## config.mk

```make
export PLATFORM = sky130hd
export DESIGN_NAME = serial_tx_ctrl
export DESIGN_NICKNAME = d
export VERILOG_FILES = /design/src/rtl/serial_tx_pkg.sv /design/src/rtl/bit_timer.sv /design/src/rtl/serial_tx_ctrl.sv
export SDC_FILE = /design/constraint.sdc
export NUM_CORES = 1
export LEC_CHECK = 0
export CAP_MARGIN = 15
export CORE_AREA = 2 2 43 54
export DETAILED_ROUTE_END_ITERATION = 8
export DIE_AREA = 0 0 45 56
export PLACE_DENSITY = 0.69
export REMOVE_ABC_BUFFERS = 1
export SETUP_SLACK_MARGIN = 0.5
export SKIP_LAST_GASP = 1
export SYNTH_ARGS = -nofsm -noshare
export SYNTH_HDL_FRONTEND = slang
export SYNTH_SLANG_ARGS = --single-unit
```

## constraint.sdc

```tcl
create_clock -name clk -period 1.2 [get_ports clk]
set_input_delay 0.18 -clock clk [delete_from_list [all_inputs] [get_ports clk]]
set_output_delay 0.18 -clock clk [all_outputs]
set_load 0.02 [all_outputs]
```

## src/rtl/serial_tx_pkg.sv

```systemverilog
`default_nettype none
// ============================================================================
// Module   : serial_tx_pkg
// Brief    : Shared widths and FSM state encoding for the serial transmitter.
// Revision : 1.0
// ============================================================================
package serial_tx_pkg;

    localparam int DATA_W     = 8;
    localparam int FRAME_BITS = 10;

    typedef enum logic [2:0] {
        ST_IDLE  = 3'd0,
        ST_LOAD  = 3'd1,
        ST_START = 3'd2,
        ST_DATA  = 3'd3,
        ST_STOP  = 3'd4
    } state_t;

endpackage
`default_nettype wire

```

## src/rtl/bit_timer.sv

```systemverilog
`default_nettype none
// ============================================================================
// Module   : bit_timer
// Brief    : Counts clk cycles within one serial bit period; flags the last.
// Revision : 1.0
// ============================================================================
module bit_timer #(
    parameter int BIT_CYCLES = 4
) (
    input  logic clk,
    input  logic reset,
    input  logic clear,
    input  logic enable,
    output logic period_end
);

    localparam int              CNT_W    = (BIT_CYCLES > 1) ? $clog2(BIT_CYCLES) : 1;
    localparam logic [CNT_W-1:0] CNT_LAST = CNT_W'(BIT_CYCLES - 1);

    logic [CNT_W-1:0] r_cnt;

    assign period_end = enable && (r_cnt == CNT_LAST);

    always_ff @(posedge clk) begin
        if (reset || clear) begin
            r_cnt <= '0;
        end else if (enable) begin
            if (period_end) r_cnt <= '0;
            else            r_cnt <= r_cnt + CNT_W'(1);
        end
    end

endmodule
`default_nettype wire

```

## src/rtl/serial_tx_ctrl.sv

```systemverilog
`default_nettype none
// ============================================================================
// Module   : serial_tx_ctrl
// Brief    : Frames bytes as start/8 data/stop on tx, driving a shiftReg.
// Revision : 1.0
// ============================================================================
module serial_tx_ctrl
    import serial_tx_pkg::*;
#(
    parameter int BIT_CYCLES = 4
) (
    input  logic              clk,
    input  logic              reset,
    input  logic              in_valid,
    input  logic [DATA_W-1:0] in_data,
    output logic              in_ready,
    output logic              carga,
    output logic [DATA_W-1:0] cargaData,
    output logic              shift,
    input  logic              sout,
    output logic              tx,
    output logic              busy,
    output logic              done
);

    state_t            r_state;
    state_t            w_next;
    logic [DATA_W-1:0] r_hold;
    logic [2:0]        r_bit_idx;
    logic              w_accept;
    logic              w_tmr_en;
    logic              w_period_end;

    assign w_accept  = in_valid && (r_state == ST_IDLE);
    assign w_tmr_en  = (r_state == ST_START) || (r_state == ST_DATA) || (r_state == ST_STOP);
    assign cargaData = r_hold;
    assign busy      = (r_state != ST_IDLE);

    bit_timer #(
        .BIT_CYCLES(BIT_CYCLES)
    ) u_bit_timer (
        .clk       (clk),
        .reset     (reset),
        .clear     (!w_tmr_en),
        .enable    (w_tmr_en),
        .period_end(w_period_end)
    );

    always_ff @(posedge clk) begin
        if (reset) begin
            r_state   <= ST_IDLE;
            r_hold    <= '0;
            r_bit_idx <= '0;
        end else begin
            r_state <= w_next;
            if (w_accept) r_hold <= in_data;
            // Overflow 7->0 coincides with the DATA->STOP transition.
            if ((r_state == ST_DATA) && w_period_end) r_bit_idx <= r_bit_idx + 3'd1;
        end
    end

    always_comb begin
        w_next   = r_state;
        in_ready = 1'b0;
        carga    = 1'b0;
        shift    = 1'b0;
        tx       = 1'b1;
        done     = 1'b0;
        case (r_state)
            ST_IDLE: begin
                in_ready = 1'b1;
                if (in_valid) w_next = ST_LOAD;
            end
            ST_LOAD: begin
                carga  = 1'b1;
                w_next = ST_START;
            end
            ST_START: begin
                tx = 1'b0;
                if (w_period_end) w_next = ST_DATA;
            end
            ST_DATA: begin
                tx    = sout;
                shift = w_period_end;
                if (w_period_end && (r_bit_idx == 3'(DATA_W - 1))) w_next = ST_STOP;
            end
            ST_STOP: begin
                if (w_period_end) begin
                    done   = 1'b1;
                    w_next = ST_IDLE;
                end
            end
            default: w_next = ST_IDLE;
        endcase
    end

endmodule
`default_nettype wire

```

* Word-level counts from Yosys, hierarchy flattened
Index checks and enable logic that the tools add are counted.
** Storage, ports and cells
- Register bits :: 16
** Cells by class
- Reductions and logical operators :: 11
- Equality and inequality tests :: 10
- $add $sub $neg :: 2
- Muxes and demuxes :: 12
** Operators with widths (number)
- case mux 3 bit (5 select lines) :: 1
- two-way mux 3 bit :: 4
- equality test 3 x 2 -> 1 bit (second input constant) :: 2
- equality test 3 bit (second input constant) :: 2
- != test 2 bit (second input constant) :: 3
- two-way mux 1 bit :: 5
- logical AND 1 bit :: 4
- AND reduction 4 bit :: 1
- adder 3 x 1 -> 3 bit (second input constant) :: 1
- equality test 3 x 1 -> 1 bit (second input constant) :: 1
- logical NOT 3 bit :: 1
- logical OR 1 bit :: 3
- nonzero test 3 bit :: 1
- adder 2 x 1 -> 2 bit (second input constant) :: 1
- equality test 2 bit (second input constant) :: 1
- two-way mux 2 bit :: 1
- != test 2 x 1 -> 1 bit (second input constant) :: 1
- case mux 1 bit (2 select lines) :: 1
- logical NOT 1 bit :: 1

* Logic depth before layout (Yosys ltp)
Gate-level depths: netlist (run 1).
- Depth after elaboration :: 7
- Gate-level depth with buffers :: 6
- Gate-level depth less buffers :: 5

* Hierarchy
From an unflattened synthesis (run 1), not the netlist that was laid out.
** Unflattened totals
- Cell total of the unflattened synthesis :: 86
- Area total of the unflattened synthesis :: 757.0 um^2
** By module, submodules not included
- serial_tx_ctrl :: cells an instance 77, instances 1, area each 655.6 um^2
- bit_timer :: cells an instance 9, instances 1, area each 101.3 um^2

* Least setup slack after synthesis (run 1)
No wires, ideal clock.
- Path type :: register -> register
- Start :: register r_bit_idx[0]
- End :: register r_state[0]
- Period minus slack after synthesis :: 1.327 ns
- Data arrival time :: 1.203 ns
- Setup slack :: -0.127 ns
- Setup time :: 0.123 ns
- Stages on the path, launching flop included :: 6
- Cells stage by stage :: dfxtp_1 ha_1 ha_1 o21ai_1 a22oi_2 mux2_1
** Between the ends
- Word-level cells in the longest chain between the ends :: 4
** Ends and longest elaborated chain
- start: declaration :: line serial_tx_ctrl.sv:29 : logic [2:0] r_bit_idx;
- start signal: assignment :: line serial_tx_ctrl.sv:58 : if ((r_state == ST_DATA) && w_period_end) r_bit_idx <= r_bit_idx + 3'd1;
- equality test 3 bit :: line serial_tx_ctrl.sv:85 : if (w_period_end && (r_bit_idx == 3'(DATA_W - 1))) w_next = ST_STOP;
- logical AND 1 bit :: line serial_tx_ctrl.sv:85
- != test 2 x 1 -> 1 bit (no line)
- AND reduction 4 bit (no line)
- end signal: assignment :: line serial_tx_ctrl.sv:55 : r_state <= w_next;
- end: declaration :: line serial_tx_ctrl.sv:26 : state_t r_state;
No other way between the ends.
A chain may end at the register's enable or synchronous reset.

* Final worst setup path (run 1)
- Start :: register u_bit_timer.r_cnt[0]
- End :: output port done
** Between the ends
- Word-level cells in the longest chain between the ends :: 4
** Ends and longest elaborated chain
- start: declaration :: line bit_timer.sv:20 : logic [CNT_W-1:0] r_cnt;
- start signal: assignment :: line bit_timer.sv:29 : else r_cnt <= r_cnt + CNT_W'(1);
- equality test 2 bit :: line bit_timer.sv:22 : assign period_end = enable && (r_cnt == CNT_LAST);
- logical AND 1 bit :: line bit_timer.sv:22
- two-way mux 1 bit :: line serial_tx_ctrl.sv:88 : if (w_period_end) begin
- two-way mux 1 bit :: line serial_tx_ctrl.sv:69 : case (r_state)
- end: declaration :: line serial_tx_ctrl.sv:23 : output logic done
No other way between the ends.

==> results of run 1 <==
## sequential cells by signal (all words and copies together), names as in the netlist
| name | cells |
|---|---|
| cargaData | 8 |
| r_bit_idx | 3 |
| r_state | 3 |
| u_bit_timer.r_cnt | 2 |
## worst paths after layout
| check | end | slack (ns) | depth (start not counted) |
|---|---|---|---|
| setup reg to reg | r_state[0] | -0.13 | 5 |
| setup / recovery | done | -0.14 | 3 |
| hold / removal | cargaData[5] | 0.42 | 3 |
| hold reg to reg | u_bit_timer.r_cnt[0] | 0.47 | 1 |
## through the flow
stage / util (%) / power (W)
2_1_floorplan: - / 0.001195
3_3_place_gp: 54.23 / 0.001736
3_5_place_dp: 54.23 / 0.001757
4_1_cts: 62.12 / 0.002233
5_1_grt: 65.34 / 0.002428
6_report: 65.34 / 0.002290
## synth_stat cells, types with 2 or more instances
cell,count
inv_1,3
nor3_1,2
nand2_1,19
ha_1,3
a21oi_1,8
nor2_1,6
dfxtp_1,16
mux2i_1,3
buf_6,2
## layout make-up
cell class	instances	area, µm²
Clock buffer	4	36.28
Tap cell	20	25.02
Multi-Input combinational cell	57	449.2
Fill cell	172	686.9
Timing Repair Buffer	45	431.7
Sequential cell	16	341.6
Inverter	3	11.26
## power breakdown
part           leakage, nW  switching, W  internal (W)
clock network       0.0210      0.000177      0.000185
registers            0.137     0.0000873      0.000640
logic                0.412      0.000593      0.000608
total                0.571      0.000857       0.00143
## cell usage in the layout (no fill, tap or decap), types with 2 or more instances in the layout
cell type,n
clkdlybuf4s50_1,11
buf_4,13
nor2_1,6
mux2i_1,3
buf_2,2
nand2_2,3
inv_1,2
a21oi_1,7
dfxtp_2,14
nand2_1,16
buf_6,19
ha_4,3
nor3_1,2
clkbuf_4,3
## cells by family (layout without fill, tap and decap cells)
group	count (synthesis)	after routing	share of synthesized area, %
adders and majority gates	3	3	5.182
AOI/OAI and AO/OA	12	12	10.53
buffers and inverters	8	52	6.735
and+or+nand+nor	37	37	26.43
xor gates and xnor gates	1	1	1.209
DFF	16	16	44.21
muxes	4	4	5.700
## per-layer routing
layer,global-route usage [%],share of wire (%)
met1,19.09,40
met2,24.90,53
met3,2.273,4.5
met4,12.18,3.0
met5,0,0
## worst register-to-register path, delay by kind of cell (launching register included)
kind	cells	cell delay [ns]
DFF	1	0.36
AOI/OAI and AO/OA	2	0.27
muxes	1	0.32
adders and majority gates	2	0.27
## timing repair
item	CTS	global route
setup buffers	3	2
hold buffers	0	0
endpoints found under the setup margin	30	30
cloned	0	0
pin swaps	10	3
gates resized for setup	113	11
==> run summary, run 1 <==
Setup WS pre-CTS - -0.3367 ns
Failing checks - setup timing
Synth Warn # - 0
Post-synth cell types - 28
Pin count of the biggest net entering global routing - 14
DR pass1 iterations - 4
HPWL after DPL - 1228 µm
Finished Layout Cells - 145
Core footprint - 0.001982 mm²
Tmin final - 1.340 ns
I/O Buffers - 25
Worst-path fanout max - 6
Via/cell ratio - 5.028
Seq/Total Area, Yosys - 44.21%
Status - complete, but fails checks
Area leader, netlist - dfxtp_1
N_diodes - 0
Final Hold Viols - 0
Clock Skew - 0.002106 ns
Final instance area - 0.001295 mm²
Hold slack final - 0.4234 ns
Total gr overflow - 0
Fin crit share - 111.6%
CP Buf/Inv Count - 1
Delay-heaviest family, CP - flip-flops
Routed len/inst - 12.79 µm
LEAKAGE - 0.5706 nW
Worst path required time - 1.02 ns
WL final - 1854 µm
Cell count after placement - 136
Post-synth EDFFs - 0
CTS tree - built
Worst vdd ir - 0.8702 mV
TritonCTS Buffers - 3
Via count - 729
Remaining DRCs - 0
Total Routing Usage GR - 16.09%
Crit start category - flip-flop
ANT nets after route - 0
Mapped Cells - 81
Main synth FF type - dfxtp_1
Max-slew violation count - 0
Mapped cell area - 724.4 µm²
Yosys top cell area share - 44.21%
Row Count - 18
Worst Max-Slew Pin Slew - 0.2411 ns
Avg Synthesized Cell Area - 8.944 µm²
Setup violators final - 18
DR iter-0 viols - 3
Worst R2R Start - r_bit_idx[1]
Final RePlAce weighted congestion - 0.8445
Hold WC Path Type - in -> reg
Post-route setup slack - -0.1397 ns
Antenna violations before repair - 0
Post-DP Area - 0.001075 mm²
Power density over the cells - 1768 mW/mm²
Die Area - 0.002520 mm²
Critical path class - reg -> out
CTS sink cnt - 16
Async SR Flop Fraction - 0%
Vias in the first global route - 726
Total of max-cap violations - 0
First-pass GRT wire length - 3049 µm
RSZ-0062 raised after global routing - true
Nets - 141
Die Y - 56 µm
Clock Tree Root - clkbuf_4
Worst setup EP type - output pin
Clk_lat worst skew - 0.29 ns
Crit-path cells - ha_4 -> and3_1 -> buf_6
Setup_tns - -0.9086 ns
Main area contributors after synthesis - dfxtp_1, nand2_1, a21oi_1
Area grow syn2layout - 78.76%
H-tree Lvls - 1
Ports - 26
Starting Density - 36.55%
Share of cells above drive strength 1 - 56.80%
Post-synthesis register bit count - 16
Crit-path max cell delay - 0.37 ns
Fmax - 746.4 MHz
Rel. slew slack - 83.47%
Clock transition at path regs - 0.10 ns
Die width - 45 µm
CP Data Arrival Time - 1.16 ns
Worst setup path startpoint - u_bit_timer.r_cnt[0]
Clk buf depth - 2
Min-delay src - in_data[5]
Critical path's slowest cell - dfxtp_4
(Power assumes the default switching activity.)
==> inputs of run 2 (changes only) <==
--- a/config.mk
+++ b/config.mk
@@ -6,9 +6,10 @@
 export NUM_CORES = 1
 export LEC_CHECK = 0
 export CAP_MARGIN = 15
-export CORE_AREA = 2 2 43 54
+export CORE_AREA = 3 3 44 55
 export DETAILED_ROUTE_END_ITERATION = 8
-export DIE_AREA = 0 0 45 56
+export DIE_AREA = 0 0 47 58
+export GPL_TIMING_DRIVEN = 0
 export PLACE_DENSITY = 0.69
 export REMOVE_ABC_BUFFERS = 1
 export SETUP_SLACK_MARGIN = 0.5
==> constraint.sdc (replaced) <==
create_clock -name clk -period 1.2 [get_ports clk]
set_input_delay 0.24 -clock clk [delete_from_list [all_inputs] [get_ports clk]]
set_output_delay 0.24 -clock clk [all_outputs]
set_load 0.02 [all_outputs]
==> run 2 against run 1 <==
Net effect: the flow still finishes with violations (setup timing); critical path type is now reg -> reg; setup slack worse by 0.052 ns; combinational power grew 4%; sequential power up 4.9%; register-to-register slack worse by 0.06 ns; critical path depth increased by 1; wire length rose by 5.9%; critical endpoint is now r_state[0]; clock power down 27%; sequential share of layout area grew 0.94 points.
==> run summary, run 2 (synthesis gave the netlist of run 1 again) <==
Max-slew violation count - 0
Sequential cell area - 346.6 µm²
Power density over the cells - 1796 mW/mm²
I/O Buffers - 25
CTS tree - built
WL final - 1964 µm
Tmin final - 1.391 ns
Worst setup path startpoint - r_state[2]
Area occupied by multi-input gates - 496.7 µm²
Hold WC Path Type - reg -> reg
Die Area - 0.002726 mm²
Clock Skew - 0.001360 ns
Vias in the first global route - 673
DR pass1 iterations - 2
Antenna violations before repair - 0
ANT nets after route - 0
Post-route setup slack - -0.1914 ns
Hold slack final - 0.4429 ns
HPWL after DPL - 1059 µm
Setup WS pre-CTS - -0.5702 ns
Die width - 47 µm
Commonest cells after routing, fill and taps aside - buf_6, buf_4, dfxtp_2
RSZ-0062 raised after global routing - true
Clk buf depth - 2
LEAKAGE - 0.5347 nW
Nets - 134
CP Data Arrival Time - 1.56 ns
Total of max-cap violations - 0
Min-delay src - u_bit_timer.r_cnt[0]
Pin count of the biggest net entering global routing - 18
Hold Buf Count CTS - 0
Via/cell ratio - 5.102
Final RePlAce weighted congestion - 0.8112
Die Y - 58 µm
Clock Tree Root - clkbuf_4
Ports - 26
N_diodes - 0
Status - complete, but fails checks
Total Routing Usage GR - 15.88%
Worst path required time - 1.37 ns
Critical path class - reg -> reg
Crit start category - flip-flop
Fmax - 718.7 MHz
Remaining DRCs - 0
Via count - 699
TritonCTS Buffers - 3
Clock transition at path regs - 0.08 ns
Core footprint - 0.001982 mm²
H-tree Lvls - 1
Fin crit share - 116.0%
Clk_lat worst skew - 0.27 ns
Routed len/inst - 14.34 µm
Setup violators final - 19
Rel. slew slack - 67.43%
Worst Max-Slew Pin Slew - 0.4885 ns
Share of cells above drive strength 1 - 66.67%
Failing checks - setup timing
Worst setup EP type - flip-flop
Total gr overflow - 0
Worst R2R Start - r_state[2]
Worst-path fanout max - 4
Max FFs per register - 8
CTS sink cnt - 16
Area grow syn2layout - 75.13%
Fill count - 162
Row Count - 18
First-pass GRT wire length - 3070 µm
Final Hold Viols - 0
Most common cell after layout, fill and taps aside - buf_6
DR iter-0 viols - 4
Starting Density - 36.55%
Worst vdd ir - 0.8091 mV
## run 2: stage by stage
stage / cell area, µm² / utilization, % / TNS, ns / total power, W / cells
finish: 1269 / 64.02 / -1.793 / 0.002279 / 137
global route: 1269 / 64.02 / -2.899 / 0.002423 / 137
CTS: 1160 / 58.52 / -1.163 / 0.002065 / 132
detailed placement: 962.2 / 48.55 / -6.298 / 0.001553 / 121
global placement: 962.2 / 48.55 / -5.923 / 0.001537 / 121
floorplan: 686.9 / - / -0.6507 / 0.001195 / 76
## run 2: final timing paths
path,to,slack [ns],cells after the start
worst max-delay path,r_state[0],-0.19,4
worst min-delay path,u_bit_timer.r_cnt[0],0.44,1
worst max register to register,r_state[0],-0.19,4
worst min register to register,u_bit_timer.r_cnt[0],0.44,1
## run 2: power by group
part | internal (W) | switching, W | total [W]
sequential | 0.000650 | 0.000115 | 0.000764
clock | 0.000116 | 0.000150 | 0.000266
combinational | 0.000622 | 0.000626 | 0.00125
total | 0.00139 | 0.000891 | 0.00228
## run 2: timing repair
| action | CTS | global route |
|---|---|---|
| setup buffers | 8 | 5 |
| pin swaps | 8 | 13 |
| gates resized for setup | 122 | 20 |
| hold endpoints to repair | 0 | 0 |
| setup endpoints to repair | 30 | 30 |
## run 2: routing by layer
metal / wire length (µm) / global-route usage [%] / up-vias
met3: 84 / 3.106 / 8
met2: 1095 / 26.21 / 19
met4: 75 / 9.486 / 0
met1: 708 / 18.04 / 325
li1: - / - / 347
met5: 0 / 0 / -
## run 2: layout make-up
class	count	area share [%]
sequential	16	27.32
inverter	3	0.8876
tap	20	1.972
multi-input combinational	57	39.15
timing repair buffer	38	28.90
clock buffer	3	1.775
## run 2: worst max-delay path: stages (launching register included)
cell	delay (ns)
dfxtp_4	0.38
and2b_4	0.21
buf_4	0.15
a22oi_2	0.23
mux2_4	0.32
